## src/rtl/fwd_scoreboard_if.sv

```systemverilog
// Decode-side bundle for fwd_scoreboard: source/dest selects, register-file data,
// per-stage result values, and the resolved operands, stall and stall counter.
interface fwd_scoreboard_if #(
  parameter int unsigned XLEN     = 32,
  parameter int unsigned REG_BITS = 5,
  parameter int unsigned DEPTH    = 3,
  parameter int unsigned CNT_W    = 16
);
  logic                  id_valid;
  logic [REG_BITS-1:0]   id_rs1_sel;
  logic [REG_BITS-1:0]   id_rs2_sel;
  logic                  id_rs1_used;
  logic                  id_rs2_used;
  logic [REG_BITS-1:0]   id_rd_sel;
  logic                  id_wr_en;
  logic                  id_is_load;
  logic                  flush;
  logic [XLEN-1:0]       rgf_rs1_val;
  logic [XLEN-1:0]       rgf_rs2_val;
  logic [DEPTH*XLEN-1:0] stage_val;
  logic [XLEN-1:0]       fwd_rs1_val;
  logic [XLEN-1:0]       fwd_rs2_val;
  logic [3:0]            fwd_rs1_src;
  logic [3:0]            fwd_rs2_src;
  logic                  stall;
  logic [CNT_W-1:0]      stall_cnt;

  modport master (
    output id_valid, id_rs1_sel, id_rs2_sel, id_rs1_used, id_rs2_used,
           id_rd_sel, id_wr_en, id_is_load, flush,
           rgf_rs1_val, rgf_rs2_val, stage_val,
    input  fwd_rs1_val, fwd_rs2_val, fwd_rs1_src, fwd_rs2_src, stall, stall_cnt
  );

  modport slave (
    input  id_valid, id_rs1_sel, id_rs2_sel, id_rs1_used, id_rs2_used,
           id_rd_sel, id_wr_en, id_is_load, flush,
           rgf_rs1_val, rgf_rs2_val, stage_val,
    output fwd_rs1_val, fwd_rs2_val, fwd_rs1_src, fwd_rs2_src, stall, stall_cnt
  );
endinterface

```

## src/rtl/fwd_scoreboard.sv

```systemverilog
// RAW forwarding scoreboard: shift-register of in-flight destinations, youngest-match
// operand forwarding, load-use stall and a saturating stall-cycle counter.
module fwd_scoreboard #(
  parameter int unsigned XLEN       = 32,
  parameter int unsigned REG_BITS   = 5,
  parameter int unsigned DEPTH      = 3,
  parameter int unsigned LOAD_READY = 1,
  parameter int unsigned CNT_W      = 16
) (
  input logic             clk,
  input logic             rst,
  fwd_scoreboard_if.slave bus
);

  typedef struct packed {
    logic                valid;
    logic [REG_BITS-1:0] rd;
    logic                wr;
    logic                load;
  } entry_t;

  typedef struct packed {
    logic            hit;
    logic            rdy;
    logic [3:0]      src;
    logic [XLEN-1:0] val;
  } res_t;

  entry_t [DEPTH-1:0] r_sb;
  logic [CNT_W-1:0]   r_stall_cnt;
  res_t               w_r1;
  res_t               w_r2;
  logic               w_stall;

  // Scan oldest to youngest so the youngest match overwrites; readiness never looks at stage_val.
  function automatic res_t resolve(input entry_t [DEPTH-1:0] sb,
                                   input logic [DEPTH*XLEN-1:0] sv,
                                   input logic [REG_BITS-1:0] sel,
                                   input logic used);
    res_t r;
    r = '0;
    for (int unsigned k = DEPTH; k > 0; k--) begin
      if (sb[k-1].valid && sb[k-1].wr && sb[k-1].rd == sel && sel != '0 && used) begin
        r.hit = 1'b1;
        r.rdy = !sb[k-1].load || ((k - 1) >= LOAD_READY);
        r.src = 4'(k);
        r.val = sv[(k-1)*XLEN +: XLEN];
      end
    end
    return r;
  endfunction

  assign w_r1 = resolve(r_sb, bus.stage_val, bus.id_rs1_sel, bus.id_rs1_used);
  assign w_r2 = resolve(r_sb, bus.stage_val, bus.id_rs2_sel, bus.id_rs2_used);

  assign w_stall = bus.id_valid && ((w_r1.hit && !w_r1.rdy) || (w_r2.hit && !w_r2.rdy));

  assign bus.fwd_rs1_val = (w_r1.hit && w_r1.rdy) ? w_r1.val : bus.rgf_rs1_val;
  assign bus.fwd_rs2_val = (w_r2.hit && w_r2.rdy) ? w_r2.val : bus.rgf_rs2_val;
  assign bus.fwd_rs1_src = w_r1.src;
  assign bus.fwd_rs2_src = w_r2.src;
  assign bus.stall       = w_stall;
  assign bus.stall_cnt   = r_stall_cnt;

  always_ff @(posedge clk or posedge rst) begin
    if (rst) begin
      r_sb        <= '0;
      r_stall_cnt <= '0;
    end else begin
      for (int unsigned k = 1; k < DEPTH; k++) begin
        r_sb[k] <= r_sb[k-1];
      end
      if (bus.id_valid && !w_stall && !bus.flush) begin
        r_sb[0].valid <= 1'b1;
        r_sb[0].rd    <= bus.id_rd_sel;
        r_sb[0].wr    <= bus.id_wr_en && (bus.id_rd_sel != '0);
        r_sb[0].load  <= bus.id_is_load;
      end else begin
        r_sb[0] <= '0;
      end
      if (w_stall && (r_stall_cnt != '1)) begin
        r_stall_cnt <= r_stall_cnt + 1'b1;
      end
    end
  end

endmodule

```

## src/flat_wrapper.sv

```systemverilog
// flat-port wrapper written by rule: the top's interface ports become plain ports
module fwd_scoreboard_flat 
#(
  parameter int unsigned XLEN       = 32,
  parameter int unsigned REG_BITS   = 5,
  parameter int unsigned DEPTH      = 3,
  parameter int unsigned LOAD_READY = 1,
  parameter int unsigned CNT_W      = 16
)
  (clk, rst, bus_id_valid, bus_id_rs1_sel, bus_id_rs2_sel, bus_id_rs1_used, bus_id_rs2_used, bus_id_rd_sel, bus_id_wr_en, bus_id_is_load, bus_flush, bus_rgf_rs1_val, bus_rgf_rs2_val, bus_stage_val, bus_fwd_rs1_val, bus_fwd_rs2_val, bus_fwd_rs1_src, bus_fwd_rs2_src, bus_stall, bus_stall_cnt);
  fwd_scoreboard_if #(.XLEN(XLEN), .REG_BITS(REG_BITS), .DEPTH(DEPTH), .CNT_W(CNT_W)) bus_i ();
  input logic clk;
  input logic rst;
  input wire logic [$bits(bus_i.id_valid)-1:0] bus_id_valid;
  input wire logic [$bits(bus_i.id_rs1_sel)-1:0] bus_id_rs1_sel;
  input wire logic [$bits(bus_i.id_rs2_sel)-1:0] bus_id_rs2_sel;
  input wire logic [$bits(bus_i.id_rs1_used)-1:0] bus_id_rs1_used;
  input wire logic [$bits(bus_i.id_rs2_used)-1:0] bus_id_rs2_used;
  input wire logic [$bits(bus_i.id_rd_sel)-1:0] bus_id_rd_sel;
  input wire logic [$bits(bus_i.id_wr_en)-1:0] bus_id_wr_en;
  input wire logic [$bits(bus_i.id_is_load)-1:0] bus_id_is_load;
  input wire logic [$bits(bus_i.flush)-1:0] bus_flush;
  input wire logic [$bits(bus_i.rgf_rs1_val)-1:0] bus_rgf_rs1_val;
  input wire logic [$bits(bus_i.rgf_rs2_val)-1:0] bus_rgf_rs2_val;
  input wire logic [$bits(bus_i.stage_val)-1:0] bus_stage_val;
  output wire logic [$bits(bus_i.fwd_rs1_val)-1:0] bus_fwd_rs1_val;
  output wire logic [$bits(bus_i.fwd_rs2_val)-1:0] bus_fwd_rs2_val;
  output wire logic [$bits(bus_i.fwd_rs1_src)-1:0] bus_fwd_rs1_src;
  output wire logic [$bits(bus_i.fwd_rs2_src)-1:0] bus_fwd_rs2_src;
  output wire logic [$bits(bus_i.stall)-1:0] bus_stall;
  output wire logic [$bits(bus_i.stall_cnt)-1:0] bus_stall_cnt;
  assign bus_i.id_valid = bus_id_valid;
  assign bus_i.id_rs1_sel = bus_id_rs1_sel;
  assign bus_i.id_rs2_sel = bus_id_rs2_sel;
  assign bus_i.id_rs1_used = bus_id_rs1_used;
  assign bus_i.id_rs2_used = bus_id_rs2_used;
  assign bus_i.id_rd_sel = bus_id_rd_sel;
  assign bus_i.id_wr_en = bus_id_wr_en;
  assign bus_i.id_is_load = bus_id_is_load;
  assign bus_i.flush = bus_flush;
  assign bus_i.rgf_rs1_val = bus_rgf_rs1_val;
  assign bus_i.rgf_rs2_val = bus_rgf_rs2_val;
  assign bus_i.stage_val = bus_stage_val;
  assign bus_fwd_rs1_val = bus_i.fwd_rs1_val;
  assign bus_fwd_rs2_val = bus_i.fwd_rs2_val;
  assign bus_fwd_rs1_src = bus_i.fwd_rs1_src;
  assign bus_fwd_rs2_src = bus_i.fwd_rs2_src;
  assign bus_stall = bus_i.stall;
  assign bus_stall_cnt = bus_i.stall_cnt;
  fwd_scoreboard #(.XLEN(XLEN), .REG_BITS(REG_BITS), .DEPTH(DEPTH), .LOAD_READY(LOAD_READY), .CNT_W(CNT_W)) u_core (.clk(clk), .rst(rst), .bus(bus_i));
endmodule
```

## config.mk

```make
export PLATFORM = sky130hd
export DESIGN_NAME = fwd_scoreboard_flat
export DESIGN_NICKNAME = d
export VERILOG_FILES = /design/src/rtl/fwd_scoreboard_if.sv /design/src/rtl/fwd_scoreboard.sv /design/src/flat_wrapper.sv
export SDC_FILE = /design/constraint.sdc
export NUM_CORES = 1
export LEC_CHECK = 0
export ABC_AREA = 1
export CORE_MARGIN = 2
export CORE_UTILIZATION = 43
export DETAILED_ROUTE_END_ITERATION = 10
export PLACE_DENSITY_LB_ADDON = 0.08
export SETUP_SLACK_MARGIN = 0.5
export SLEW_MARGIN = 20
export SYNTH_ARGS = -nofsm -noshare
export SYNTH_HDL_FRONTEND = slang
export SYNTH_SLANG_ARGS = --single-unit
```

## constraint.sdc

```tcl
create_clock -name clk -period 2.9 [get_ports clk]
set_input_delay 0.29 -clock clk [delete_from_list [all_inputs] [get_ports clk]]
set_output_delay 0.29 -clock clk [all_outputs]
set_load 0.02 [all_outputs]
```

==> out/results.txt <==
Status: complete, no violations
CP max FO: 8
Largest net degree at the start of global routing: 39
Worst endpoint required time: 2.61 ns
Setup_tns: 0 ns
Maximum vdd drop: 0.000252 V
Max-slew violations: 0
Area Overhead vs Synth: 73.3%
Worst hold slack: 0.373 ns
GRT Util Overall: 33.7%
Hold path cells: 0
Final Hold Viols: 0
Ant. Diodes: 0
Hold EP: u_core.r_sb[15]
Synth unique cells: 29
Unrepaired setup endpoints after global routing: yes
CTS tree: built
Clock root buffer: clkbuf_16
Post-route clock period utilization: 84.6%
Wire per inst: 16.9 um
Vert. Die Dim: 111 um
DRC: 0
FF-to-FF Start: u_core.r_sb[5]
Grt total ovfl: 0
Synth Register Bits: 38
Skew-Pair Late Insertion Delay: 0.28 ns
Clk sinks: 38
Via density: 5.40
Post-Place Worst Slack: -0.0956 ns
Post-route insts no fill: 1334
Vias in the first global route: 6645
Mapped Avg Cell Area: 5.37 um^2
DP Wirelength: 15600 um
P per Cell Area: 211 nW/um^2
Fin crit period: 2.45 ns
Final-layout fill cell count: 866
Worst R2R Setup Slack: 0.63 ns
Fmax: 408 MHz
Num ports: 272
H-tree Lvls: 2
Multi-input logic area: 3500 um^2
Share of layout cells above drive strength 1: 19.1%
Vias: 7209
Leak: 4.44 nW
Placed inst area: 7930 um^2
Antenna-violating nets left: 0
Sequential share of the synthesized area: 19.4%
Final wirelength: 22500 um
Placed insts: 1305
Worst R2R Path Depth: 13
YS warnings: 0
Startpoint types: flip-flop
Count of hold-fix buffers inserted at cts: 0
Clock transition at path regs: 0.05 ns
Max-cap violation count: 0
CP Class: reg2out
Initial antenna violation count: 0
Final instance area: 8480 um^2
Site Rows: 38
Clock Path Buffers: 2
Gate Count Post-Synth: 911
Final Power: 1.79 mW
Hold WC Path Type: reg2reg
Total CTS buffers: 5
Final setup viols: 0
Pre-antenna DRT Iters: 5
Mapped cell area: 4890 um^2
Drt initial violations: 690
Nets: 1378
Core area: 11000 um^2
Hold path startpoint: u_core.r_sb[7]
Skew final: 0.00763 ns
Die width: 111 um
Capturing point of the worst reg2reg path: u_core.bus.stall_cnt[5]
Worst Setup End Kind: output port
Final worst slack: 0.447 ns
Final core utilization: 77.2%
Seq. cell area: 953 um^2
First-pass GRT wire length: 34300 um
Die area: 12300 um^2
CP arrival: 2.16 ns
Initial core utilization: 44.6%
GP Congestion: 0.928
PortBufs: 267
==> kinds of logic after synthesis <==
logic type | share of synthesized area (%)
compound gates | 12.1
buf+inv | 13.8
fa+ha+maj | 0.256
xor+xnor | 2.86
flops | 19.4
other cells | 0.0766
simple gates | 51.5
==> final cells by class <==
type / count / area share (%)
clock inverters: 1 / 0.354
clock buffers: 6 / 1.64
multi-input cells: 723 / 41.3
inverters: 97 / 4.29
flip-flops and latches: 38 / 11.2
well taps: 140 / 2.06
repair buffers: 329 / 39.1
==> cell usage after synthesis <==
cell type,n,area (um^2)
o21ai_0,22,110
xnor2_1,9,78.8
buf_1,1,3.75
nand3_2,1,10.0
nand3_4,1,17.5
conb_1,1,3.75
nor2_2,3,18.8
nand3_1,135,676
nor3_4,1,16.3
nand4_1,23,144
nor2_1,45,169
dfrtp_1,38,951
buf_2,35,175
o21ai_1,31,155
nand2_1,361,1360
buf_4,7,52.6
nor2_8,1,20.0
nand2_2,3,18.8
ha_1,1,12.5
xor2_1,7,61.3
clkbuf_1,9,33.8
inv_1,87,327
a21oi_1,65,325
nor3_1,5,25.0
nand3b_1,1,7.51
nand2_4,4,45.0
inv_2,9,33.8
buf_6,4,45.0
clkinv_1,1,3.75
==> critical path, cell delays in order (launching register included) <==
cell and delay (ns):
dfrtp_2 0.45, inv_2 0.05, nand2_1 0.08, nand2_2 0.06, nor2_2 0.11, nand2_1 0.09
nor2_4 0.11, buf_6 0.14, nand2_8 0.11, buf_8 0.17, buf_4 0.14, o21ai_1 0.11
nand2_1 0.06, nand2_1 0.05, buf_4 0.14
==> cells in the final DEF (no fill, tap or decap), types with 2 or more instances in the layout <==
master,netlist,final
a21oi_1,65,64
buf_12,0,16
buf_2,35,22
buf_4,7,55
buf_6,4,24
buf_8,0,2
clkbuf_16,0,10
clkbuf_2,0,3
clkdlybuf4s15_1,0,3
clkdlybuf4s15_2,0,2
clkdlybuf4s50_1,0,186
conb_1,1,4
dfrtp_1,38,36
dfrtp_2,0,2
dlygate4sd2_1,0,10
inv_1,87,78
inv_2,9,18
nand2_1,361,323
nand2_2,3,37
nand2_4,4,6
nand2_8,0,2
nand3_1,135,131
nand3_2,1,5
nand4_1,23,23
nor2_1,45,34
nor2_2,3,10
nor2_4,0,4
nor3_1,5,5
o21ai_0,22,17
o21ai_1,31,35
xnor2_1,9,7
xnor2_2,0,2
xor2_1,7,7
==> registers in the layout, indices dropped and copies added (netlist names) <==
name,cells
u_core.r_sb,22
u_core.bus.stall_cnt,16
==> how the worst max path moves through the flow <==
stage / end / startpoint / slack [ns]
2_1_floorplan: u_core.bus.stall_cnt[7] / u_core.bus.stall_cnt[0] / 1.06
3_3_place_gp: bus_fwd_rs1_val[8] / bus_id_rs1_sel[3] / -0.08
3_5_place_dp: bus_fwd_rs1_val[8] / bus_id_rs1_sel[4] / -0.1
4_1_cts: bus_fwd_rs2_val[24] / u_core.r_sb[5] / 0.50
5_1_grt: bus_fwd_rs2_val[5] / u_core.r_sb[11] / 0.34
6_report: bus_fwd_rs1_val[1] / u_core.r_sb[6] / 0.45
==> timing repair <==
| action | in CTS | in global routing |
|---|---|---|
| endpoints found under the setup margin | 69 | 68 |
| cloned | 3 | 5 |
| pin swaps | 9 | 36 |
| gates resized for setup | 292 | 149 |
| setup buffers | 7 | 7 |
==> report_power, final <==
group	internal, mW	total [mW]	switching (mW)
logic	0.331	0.597	0.265
registers	0.543	0.555	0.0125
clock network	0.425	0.642	0.217
total	1.30	1.79	0.495
==> layer usage <==
layer	GRT usage, %	wire length (um)	up-vias
li1	-	-	3481
met1	41.7	8730	3252
met2	57.0	10800	394
met3	6.72	1910	82
met4	14.2	1080	0
met5	0	0	-
No activity file was read; power rests on OpenSTA's default activity.
